$ cat src/rtl/uc_multiciclo.sv
// ---------------------------------------------------------------------------
// uc_multiciclo
//   Control unit for a multicycle RV32I datapath (one shared memory, one ALU,
//   PC / IR / ALUOut / Data registers). Moore-style FSM: every control output
//   is decoded from the current state. The only exceptions are the handshake
//   and branch qualifiers (mem_ready, zero), which gate a few strobes so that a
//   stalled access or an untaken branch never produces a write.
//   Supported instructions: lw, sw, R-type, I-type ALU, beq, jal.
// ---------------------------------------------------------------------------
module uc_multiciclo (
    input  logic       clk,
    input  logic       rst_n,
    input  logic [6:0] op,
    input  logic [2:0] func3,
    input  logic       func7,
    input  logic       zero,
    input  logic       mem_ready,
    output logic       pcWrite,
    output logic       adrSrc,
    output logic       memWrite,
    output logic       irWrite,
    output logic       regWrite,
    output logic [1:0] resultSrc,
    output logic [1:0] aluSrcA,
    output logic [1:0] aluSrcB,
    output logic [2:0] aluControl,
    output logic [1:0] immSrc,
    output logic       instr_done,
    output logic       illegal,
    output logic [3:0] state
);

    // State codes are visible on the debug port, so they are fixed values.
    localparam logic [3:0] S_FETCH    = 4'd0;
    localparam logic [3:0] S_DECODE   = 4'd1;
    localparam logic [3:0] S_MEMADR   = 4'd2;
    localparam logic [3:0] S_MEMREAD  = 4'd3;
    localparam logic [3:0] S_MEMWB    = 4'd4;
    localparam logic [3:0] S_MEMWRITE = 4'd5;
    localparam logic [3:0] S_EXECR    = 4'd6;
    localparam logic [3:0] S_ALUWB    = 4'd7;
    localparam logic [3:0] S_EXECI    = 4'd8;
    localparam logic [3:0] S_JAL      = 4'd9;
    localparam logic [3:0] S_BEQ      = 4'd10;

    // Opcodes understood by this control unit.
    localparam logic [6:0] OP_LW  = 7'b0000011;
    localparam logic [6:0] OP_SW  = 7'b0100011;
    localparam logic [6:0] OP_R   = 7'b0110011;
    localparam logic [6:0] OP_I   = 7'b0010011;
    localparam logic [6:0] OP_JAL = 7'b1101111;
    localparam logic [6:0] OP_BEQ = 7'b1100011;

    // ALU operation encodings shared with the single-cycle datapath.
    localparam logic [2:0] ALU_ADD = 3'b000;
    localparam logic [2:0] ALU_SUB = 3'b001;
    localparam logic [2:0] ALU_AND = 3'b010;
    localparam logic [2:0] ALU_OR  = 3'b011;
    localparam logic [2:0] ALU_SLT = 3'b101;

    // Mux select encodings.
    localparam logic [1:0] RES_ALUOUT = 2'b00;
    localparam logic [1:0] RES_DATA   = 2'b01;
    localparam logic [1:0] RES_ALU    = 2'b10;
    localparam logic [1:0] SRCA_PC    = 2'b00;
    localparam logic [1:0] SRCA_OLDPC = 2'b01;
    localparam logic [1:0] SRCA_RS1   = 2'b10;
    localparam logic [1:0] SRCB_RS2   = 2'b00;
    localparam logic [1:0] SRCB_IMM   = 2'b01;
    localparam logic [1:0] SRCB_FOUR  = 2'b10;

    // Immediate format encodings.
    localparam logic [1:0] IMM_I = 2'b00;
    localparam logic [1:0] IMM_S = 2'b01;
    localparam logic [1:0] IMM_B = 2'b10;
    localparam logic [1:0] IMM_J = 2'b11;

    logic [3:0] state_q;
    logic [3:0] state_d;
    logic       op_supported;

    // Raw enables before the reset gate.
    logic pc_we;
    logic mem_we;
    logic ir_we;
    logic reg_we;
    logic done_raw;
    logic illegal_raw;

    // func3/func7 to ALU operation. Subtraction is only meaningful for R-type
    // (op[5]=1); addi with instr[30] set is still an add.
    function automatic logic [2:0] alu_decode(input logic       op5,
                                              input logic [2:0] f3,
                                              input logic       f7);
        logic [2:0] ctl;
        case (f3)
            3'b000:  ctl = (op5 && f7) ? ALU_SUB : ALU_ADD;
            3'b010:  ctl = ALU_SLT;
            3'b110:  ctl = ALU_OR;
            3'b111:  ctl = ALU_AND;
            default: ctl = ALU_ADD;
        endcase
        return ctl;
    endfunction

    // Opcode is one the sequencer knows how to execute.
    always_comb begin
        op_supported = (op == OP_LW) || (op == OP_SW) || (op == OP_R) ||
                       (op == OP_I)  || (op == OP_JAL) || (op == OP_BEQ);
    end

    // State register; reset lands in FETCH and aborts any instruction in flight.
    always_ff @(posedge clk or negedge rst_n) begin
        if (!rst_n) begin
            state_q <= S_FETCH;
        end else begin
            state_q <= state_d;
        end
    end

    // Next-state logic; memory states hold until the access completes.
    always_comb begin
        state_d = S_FETCH;
        case (state_q)
            S_FETCH:    state_d = mem_ready ? S_DECODE : S_FETCH;
            S_DECODE: begin
                case (op)
                    OP_LW, OP_SW: state_d = S_MEMADR;
                    OP_R:         state_d = S_EXECR;
                    OP_I:         state_d = S_EXECI;
                    OP_JAL:       state_d = S_JAL;
                    OP_BEQ:       state_d = S_BEQ;
                    default:      state_d = S_FETCH;
                endcase
            end
            S_MEMADR:   state_d = (op == OP_SW) ? S_MEMWRITE : S_MEMREAD;
            S_MEMREAD:  state_d = mem_ready ? S_MEMWB : S_MEMREAD;
            S_MEMWB:    state_d = S_FETCH;
            S_MEMWRITE: state_d = mem_ready ? S_FETCH : S_MEMWRITE;
            S_EXECR:    state_d = S_ALUWB;
            S_EXECI:    state_d = S_ALUWB;
            S_JAL:      state_d = S_ALUWB;
            S_ALUWB:    state_d = S_FETCH;
            S_BEQ:      state_d = S_FETCH;
            default:    state_d = S_FETCH;
        endcase
    end

    // Immediate format follows the opcode regardless of state.
    always_comb begin
        case (op)
            OP_SW:   immSrc = IMM_S;
            OP_BEQ:  immSrc = IMM_B;
            OP_JAL:  immSrc = IMM_J;
            default: immSrc = IMM_I;
        endcase
    end

    // Per-state datapath selects and raw enables; anything not set stays 0.
    always_comb begin
        adrSrc      = 1'b0;
        resultSrc   = RES_ALUOUT;
        aluSrcA     = SRCA_PC;
        aluSrcB     = SRCB_RS2;
        aluControl  = ALU_ADD;
        pc_we       = 1'b0;
        mem_we      = 1'b0;
        ir_we       = 1'b0;
        reg_we      = 1'b0;
        done_raw    = 1'b0;
        illegal_raw = 1'b0;
        case (state_q)
            S_FETCH: begin
                // PC+4 is written back only when the instruction word arrives,
                // so a stalled fetch advances the PC exactly once.
                aluSrcA   = SRCA_PC;
                aluSrcB   = SRCB_FOUR;
                resultSrc = RES_ALU;
                ir_we     = mem_ready;
                pc_we     = mem_ready;
            end
            S_DECODE: begin
                // Speculatively compute oldPC+imm for beq/jal into ALUOut.
                aluSrcA     = SRCA_OLDPC;
                aluSrcB     = SRCB_IMM;
                illegal_raw = !op_supported;
                done_raw    = !op_supported;
            end
            S_MEMADR: begin
                aluSrcA = SRCA_RS1;
                aluSrcB = SRCB_IMM;
            end
            S_MEMREAD: begin
                adrSrc = 1'b1;
            end
            S_MEMWB: begin
                resultSrc = RES_DATA;
                reg_we    = 1'b1;
                done_raw  = 1'b1;
            end
            S_MEMWRITE: begin
                adrSrc   = 1'b1;
                mem_we   = 1'b1;
                done_raw = mem_ready;
            end
            S_EXECR: begin
                aluSrcA    = SRCA_RS1;
                aluSrcB    = SRCB_RS2;
                aluControl = alu_decode(op[5], func3, func7);
            end
            S_EXECI: begin
                aluSrcA    = SRCA_RS1;
                aluSrcB    = SRCB_IMM;
                aluControl = alu_decode(op[5], func3, func7);
            end
            S_ALUWB: begin
                resultSrc = RES_ALUOUT;
                reg_we    = 1'b1;
                done_raw  = 1'b1;
            end
            S_JAL: begin
                // ALU forms the link value oldPC+4 while PC takes the target
                // already sitting in ALUOut.
                aluSrcA   = SRCA_OLDPC;
                aluSrcB   = SRCB_FOUR;
                resultSrc = RES_ALUOUT;
                pc_we     = 1'b1;
            end
            S_BEQ: begin
                aluSrcA    = SRCA_RS1;
                aluSrcB    = SRCB_RS2;
                aluControl = ALU_SUB;
                resultSrc  = RES_ALUOUT;
                pc_we      = zero;
                done_raw   = 1'b1;
            end
            default: begin
                // Unused codes produce no activity and fall back to FETCH.
            end
        endcase
    end

    // Write strobes are suppressed while reset is asserted so a reset in the
    // middle of an access never leaks a partial write.
    always_comb begin
        pcWrite    = pc_we       & rst_n;
        memWrite   = mem_we      & rst_n;
        irWrite    = ir_we       & rst_n;
        regWrite   = reg_we      & rst_n;
        instr_done = done_raw    & rst_n;
        illegal    = illegal_raw & rst_n;
        state      = state_q;
    end

endmodule

$ cat config.mk
export PLATFORM = sky130hd
export DESIGN_NAME = uc_multiciclo
export DESIGN_NICKNAME = d
export VERILOG_FILES = /design/src/rtl/uc_multiciclo.sv
export SDC_FILE = /design/constraint.sdc
export NUM_CORES = 1
export LEC_CHECK = 0
export ABC_AREA = 1
export CAP_MARGIN = 5
export CORE_UTILIZATION = 35
export DETAILED_ROUTE_END_ITERATION = 16
export PLACE_DENSITY_LB_ADDON = 0.12
export SLEW_MARGIN = 20
export SYNTH_ARGS = -nofsm -noshare
export SYNTH_HDL_FRONTEND = slang
export SYNTH_SLANG_ARGS = --single-unit
$ cat constraint.sdc
create_clock -name clk -period 1.45 [get_ports clk]
set_input_delay 0.435 -clock clk [delete_from_list [all_inputs] [get_ports clk]]
set_output_delay 0.435 -clock clk [all_outputs]
set_load 0.01 [all_outputs]
==> run summary, run 1 <==
Status = stopped before the end
Stage reached = global routing (5_1_grt)
First Error = [ERROR DPL-0038] Utilization greater than 100%, impossible to legalize
Cells after Synth = 113
Post-DP HPWL = 1.798 mm
Worst EP kind = output port
Yosys top cell area share = 0.1838
Die W = 42.42 µm
Syn_area_per_cell = 5.060 µm²
Cell accounting for the most synthesized area = nand2_1
Root buffer cell = clkbuf_4
Post-synthesis sequential area ratio = 0.1751
Initial cell density of the core = 0.3752
I/O pin cnt = 37
Cell Area, Synth = 571.8 µm²
IO Port Bufs = 36
Sink Count = 4
Cts hold-fix bufs = 0
Largest net degree at the start of global routing = 7
Critical endpoint after global-route timing repair = instr_done
Synth top area cells = nand2_1, nor2_1, dfrtp_1
FF+latch count, synth = 4
Synth warnings = 0
CTS H-tree depth = 1
CTS max path bufs = 2
Chip height = 42.42 µm
Placer congestion estimate = 0.8517
Number of distinct library cells after synthesis = 17
CTS Buf Count = 3
Post-Syn Nets = 128
Placed Cells = 194
# rows = 14
==> synthesized netlist by cell type, drive strengths merged <==
| library cell | count |
|---|---|
| o21bai | 1 |
| dfrtp | 4 |
| clkinv | 1 |
| a31oi | 2 |
| inv | 24 |
| a21oi | 2 |
| nor3 | 1 |
| nor2 | 31 |
| o21ai | 5 |
| nand3 | 10 |
| nand2 | 31 |
| nor4 | 1 |
==> logic make-up after synthesis <==
family / synth area share
buffers and inverters: 0.1641
AND/OR/NAND/NOR: 0.5646
flip-flops: 0.1751
AO/OA/AOI/OAI: 0.09628
==> what timing repair did <==
item	in CTS
pin swaps	21
cloned	0
buffers inserted	12
resized for setup	172
setup endpoints to repair	23
endpoints found under the hold margin	0
==> metrics by stage <==
step | utilization | setup TNS (ns) | area [µm²] | setup slack [ns]
CTS | 0.9105 | -5.756 | 1388 | -0.4159
detailed placement | 0.7956 | -13.37 | 1212 | -1.041
floorplan | - | -0.2328 | 614.3 | -0.09022
global placement | 0.7956 | -12.67 | 1212 | -0.9736
==> run 2: changes to the inputs <==
Settings changed: CORE_AREA from default to 2 2 63 65, CORE_UTILIZATION 35 to default, DIE_AREA from default to 0 0 65 67, PLACE_DENSITY_LB_ADDON 0.12 to 0.15.
==> run summary, run 2 <==
Cell accounting for the most synthesized area = nand2_1
Leak pwr = 0.8310 nW
Chip height = 67 µm
Critical setup path kind = flip-flop to primary output
Vias in the first global route = 1,032
Placed Cells = 229
R2R setup slack = 0.03 ns
Cts hold-fix bufs = 0
Yosys top cell area share = 0.1838
R2R cell count = 8
DR pass1 iterations = 4
Full die area = 4355 µm²
Number of distinct library cells after synthesis = 17
FF+latch count, synth = 4
IO Port Bufs = 36
Post-synthesis sequential area ratio = 0.1751
Overall power consumption = 1.994 mW
Commonest non-fill, non-tap cells in the layout = buf_4, buf_2, buf_6
Worst-Skew Late Latency = 0.22 ns
Post-Syn Nets = 128
CP Launch Point = state[2]
Min-Delay Path Class = input port to async pin
Violated checks = negative setup slack
Post-route DRC = 0
Synth warnings = 0
Max FFs per register = 4
Die W = 65 µm
Worst R2R Start = state[2]
Slew headroom = 0.8747
Core area = 3606 µm²
Power per cell area = 1247 nW/µm²
Post-synth EDFFs = 0
Min Hold Slack = 0.3004 ns
Grt total ovfl = 0
Initial cell density of the core = 0.1586
# rows = 22
Largest net degree at the start of global routing = 7
CTS max path bufs = 2
Final Cycle Share = 1.276
CTS tree = built
Synth Flop Type = dfrtp_1
Max Cap Viol = 0
Final non-filler cell total = 248
Final setup violation count = 20
Syn_area_per_cell = 5.060 µm²
Place WS = -1.090 ns
Worst Tran Pin Value = 0.1874 ns
Async SR Flop Fraction = 1.000
Max FO, Critical Path = 5
Placer congestion estimate = 0.8107
Area grow syn2layout = 179.6%
Antenna diodes = 0
Starting DRT DRC Count = 28
Worst-path clk slew = 0.04 ns
Cell Area, Synth = 571.8 µm²
RSZ-0062 raised after global routing = yes
CP startpoint kind = flip-flop
Post-layout min period = 1.850 ns
First-pass GRT wire length = 4.271 mm
GRT Util Overall = 0.1237
Worst path arrival time = 1.42 ns
Root buffer cell = clkbuf_8
Worst setup path endpoint = pcWrite
Count leader, synth = nand2_1
Nets@finish = 216
Pins Over Slew Limit = 0
Total number of vias = 986
Cells after Synth = 113
CTS Buf Count = 3
CTS H-tree depth = 1
Post-synth top cells = nand2_1, nor2_1, inv_1
DR WL/cell = 10.45 µm
DR vias/cell = 3.976
Final WS setup = -0.4003 ns
Final Hold Vio Count = 0
Layout cells sized above 1 = 0.7350
Worst Skew = 0.004765 ns
Final wirelength = 2.592 mm
I/O pin cnt = 37
Max rail drop VDD = 0.3724 mV
Post-detailed-route count of antenna-violating nets = 0
Commonest non-fill, non-tap cell in the layout = buf_4
Synth top area cells = nand2_1, nor2_1, dfrtp_1
Critical Path RT = 1.02 ns
Worst flop-to-flop path endpoint = state[0]
CP endpoint kind = primary output
Initial antenna violation count = 0
Post-DP HPWL = 1.900 mm
Status = finished, violations left
Sink Count = 4
Fmax = 540.4 MHz
run 2: cell counts after synthesis:
No cell type changed its count.
run 2: per-stage QoR:
| stage | utilization | TNS [ns] | instance area (µm²) |
|---|---|---|---|
| detailed placement | 0.3536 | -13.52 | 1275 |
| floorplan | - | -0.2328 | 614.3 |
| CTS | 0.4254 | -5.379 | 1534 |
| global placement | 0.3536 | -13.37 | 1275 |
| finish | 0.4434 | -5.013 | 1599 |
| global route | 0.4434 | -6.338 | 1599 |
run 2: worst min-delay path by stage:
stage,endpoint,startpoint,cells after the start
global placement,state[3],rst_n,2
detailed placement,state[3],rst_n,2
finish,state[1],rst_n,2
floorplan,state[0],rst_n,0
CTS,state[1],rst_n,2
global route,state[1],rst_n,2
run 2: power by group:
part           total (mW)  internal (mW)  switching, mW
clock               0.248          0.188         0.0599
sequential          0.219          0.151         0.0674
combinational        1.53          0.774          0.753
run 2: critical path: stages (launching register included):
cell and delay (ns):
dfrtp_2 0.46, nor2_4 0.17, nand2_2 0.10, nor2_4 0.13, inv_2 0.06, a31oi_4 0.16
buf_6 0.12
run 2: cell families (layout without fill, tap and decap cells):
logic type,Yosys count,in the layout,synth area share
buffers and inverters,25,112,0.1641
and+or+nand+nor,74,74,0.5646
AOI/OAI and AO/OA,10,10,0.09628
DFF,4,4,0.1751
run 2: final cells by class:
class / count / area [µm²]
multi-input combinational: 84 / 606.8
fill: 390 / 2007
tap: 48 / 60.06
inverter: 25 / 105.1
sequential: 4 / 105.1
clock buffer: 4 / 45.04
timing repair buffer: 83 / 676.9
run 2: metal layers:
layer / vias to the layer above / part of all wire / track usage
met2: 26 / 0.55 / 0.2461
li1: 518 / - / -
met4: 0 / 0.0077 / 0.03191
met5: - / 0 / 0
met1: 439 / 0.40 / 0.1364
met3: 3 / 0.041 / 0.01520
run 2: timing repair:
| item | in CTS | in global routing |
|---|---|---|
| gates resized for setup | 193 | 22 |
| pin swaps | 23 | 13 |
| setup buffers | 14 | 3 |
| setup endpoints to repair | 23 | 21 |
| hold endpoints to repair | 0 | 0 |
No activity file was read; power rests on OpenSTA's default activity.
==> run 3: changes to the inputs <==
Clock period 1.45 ns to 2.1 ns, I/O delays scaled along.
==> run summary, run 3 (synthesis gave the netlist of run 2 again) <==
Pins Over Slew Limit = 0
# rows = 22
Worst Tran Pin Value = 0.1834 ns
Area grow syn2layout = 152.5%
Initial cell density of the core = 0.1586
Chip height = 67 µm
DR vias/cell = 3.968
Critical setup path kind = flip-flop to primary output
Total number of vias = 988
Final cell utilization of the core = 0.4004
CTS H-tree depth = 1
IO Port Bufs = 36
Worst Skew = 0.0001749 ns
Commonest non-fill, non-tap cell in the layout = buf_4
Worst path arrival time = 1.44 ns
Critical Path RT = 1.47 ns
Layout cells sized above 1 = 0.5522
Largest net degree at the start of global routing = 7
Final wirelength = 2.469 mm
Starting DRT DRC Count = 18
Die W = 65 µm
Status = finished, final reports clean
Worst-Skew Late Latency = 0.22 ns
CTS tree = built
Final Hold Vio Count = 0
Max FO, Critical Path = 4
Power per cell area = 874.2 nW/µm²
Crit-path most repeated cell = nand2_1
Overall power consumption = 1.262 mW
Post-detailed-route count of antenna-violating nets = 0
Commonest non-fill, non-tap cells in the layout = buf_4, nand2_1, nor2_1
CP startpoint kind = flip-flop
CTS Buf Count = 3
GRT Util Overall = 0.1215
Vias in the first global route = 951
Post-layout min period = 2.071 ns
Grt total ovfl = 0
Leak pwr = 0.8347 nW
Sink Count = 4
Max rail drop VDD = 0.2846 mV
Fmax = 482.9 MHz
Core area = 3606 µm²
CP endpoint kind = primary output
Slew headroom = 0.8767
Min-Delay Path Class = input port to async pin
Post-route DRC = 0
RSZ-0062 raised after global routing = yes
DR WL/cell = 9.916 µm
Cts hold-fix bufs = 0
Initial antenna violation count = 0
Crit-path cells = inv_1 -> nand2_1 -> inv_2 -> nand2_2 -> buf_4 -> nand2_1 -> dlygate4sd2_1
CTS max path bufs = 2
Final Cycle Share = 0.9861
Final setup violation count = 0
CP max stage delay = 0.42 ns
Nets@finish = 218
Max FFs per register = 4
Max Cap Viol = 0
Worst-path clk slew = 0.03 ns
First-pass GRT wire length = 3.995 mm
Full die area = 4355 µm²
DR pass1 iterations = 4
Final WS setup = 0.02926 ns
Post-DP HPWL = 1.831 mm
Setup TNS Final = 0 ns
Place WS = -0.7646 ns
I/O pin cnt = 37
Placer congestion estimate = 0.8207
Antenna diodes = 0
Root buffer cell = clkbuf_8
Slowest CP cell = dfrtp_1
-- run 3: power by group --
group          leakage (nW)  total, mW  switching [mW]  internal [mW]
logic                 0.761      0.964           0.463          0.501
registers            0.0524      0.138          0.0361          0.102
clock network        0.0216      0.160          0.0384          0.122
-- run 3: cell type report --
cell class / count / area (µm²)
timing repair buffer: 85 / 640.6
tap: 48 / 60.06
inverter: 25 / 97.59
clock buffer: 3 / 41.29
multi-input combinational: 84 / 503.0
sequential: 4 / 101.3
fill: 417 / 2162
-- run 3: layer usage --
metal	up-vias	routed length, µm	track usage
met4	0	43	0.06383
met5	-	0	0
met3	4	98	0.01689
li1	518	-	-
met1	441	989	0.1282
met2	25	1338	0.2320
-- run 3: worst paths after layout --
path,startpoint,end,slack [ns],cells after the start
min in group clk,op[4],state[2],0.85,5
max in group asynchronous,rst_n,state[1],1.49,2
max,state[3],adrSrc,0.03,7
min,rst_n,state[0],0.50,2
min reg2reg,state[1],state[1],0.88,5
max reg2reg,state[3],state[0],0.75,8
-- run 3: stage by stage --
stage / area (µm²) / hold slack [ns] / cells
floorplan: 571.8 / 0.3344 / 113
global placement: 1232 / 0.8808 / 229
detailed placement: 1232 / 0.8747 / 229
CTS: 1430 / 0.5144 / 248
global route: 1444 / 0.5098 / 249
finish: 1444 / 0.5026 / 249
-- run 3: repair_timing --
item                                    in CTS  in global routing
cloned                                       0                  0
gates resized for setup                     92                 30
endpoints found under the hold margin        0                  0
buffers inserted                            16                  1
endpoints found under the setup margin      18                 16
pin swaps                                   12                 10
-- run 3: worst max-delay path: cells and delay by family (launching register included) --
kind	cells	cell delay [ns]
buf+inv	4	0.56
flops	1	0.42
simple gates	3	0.23
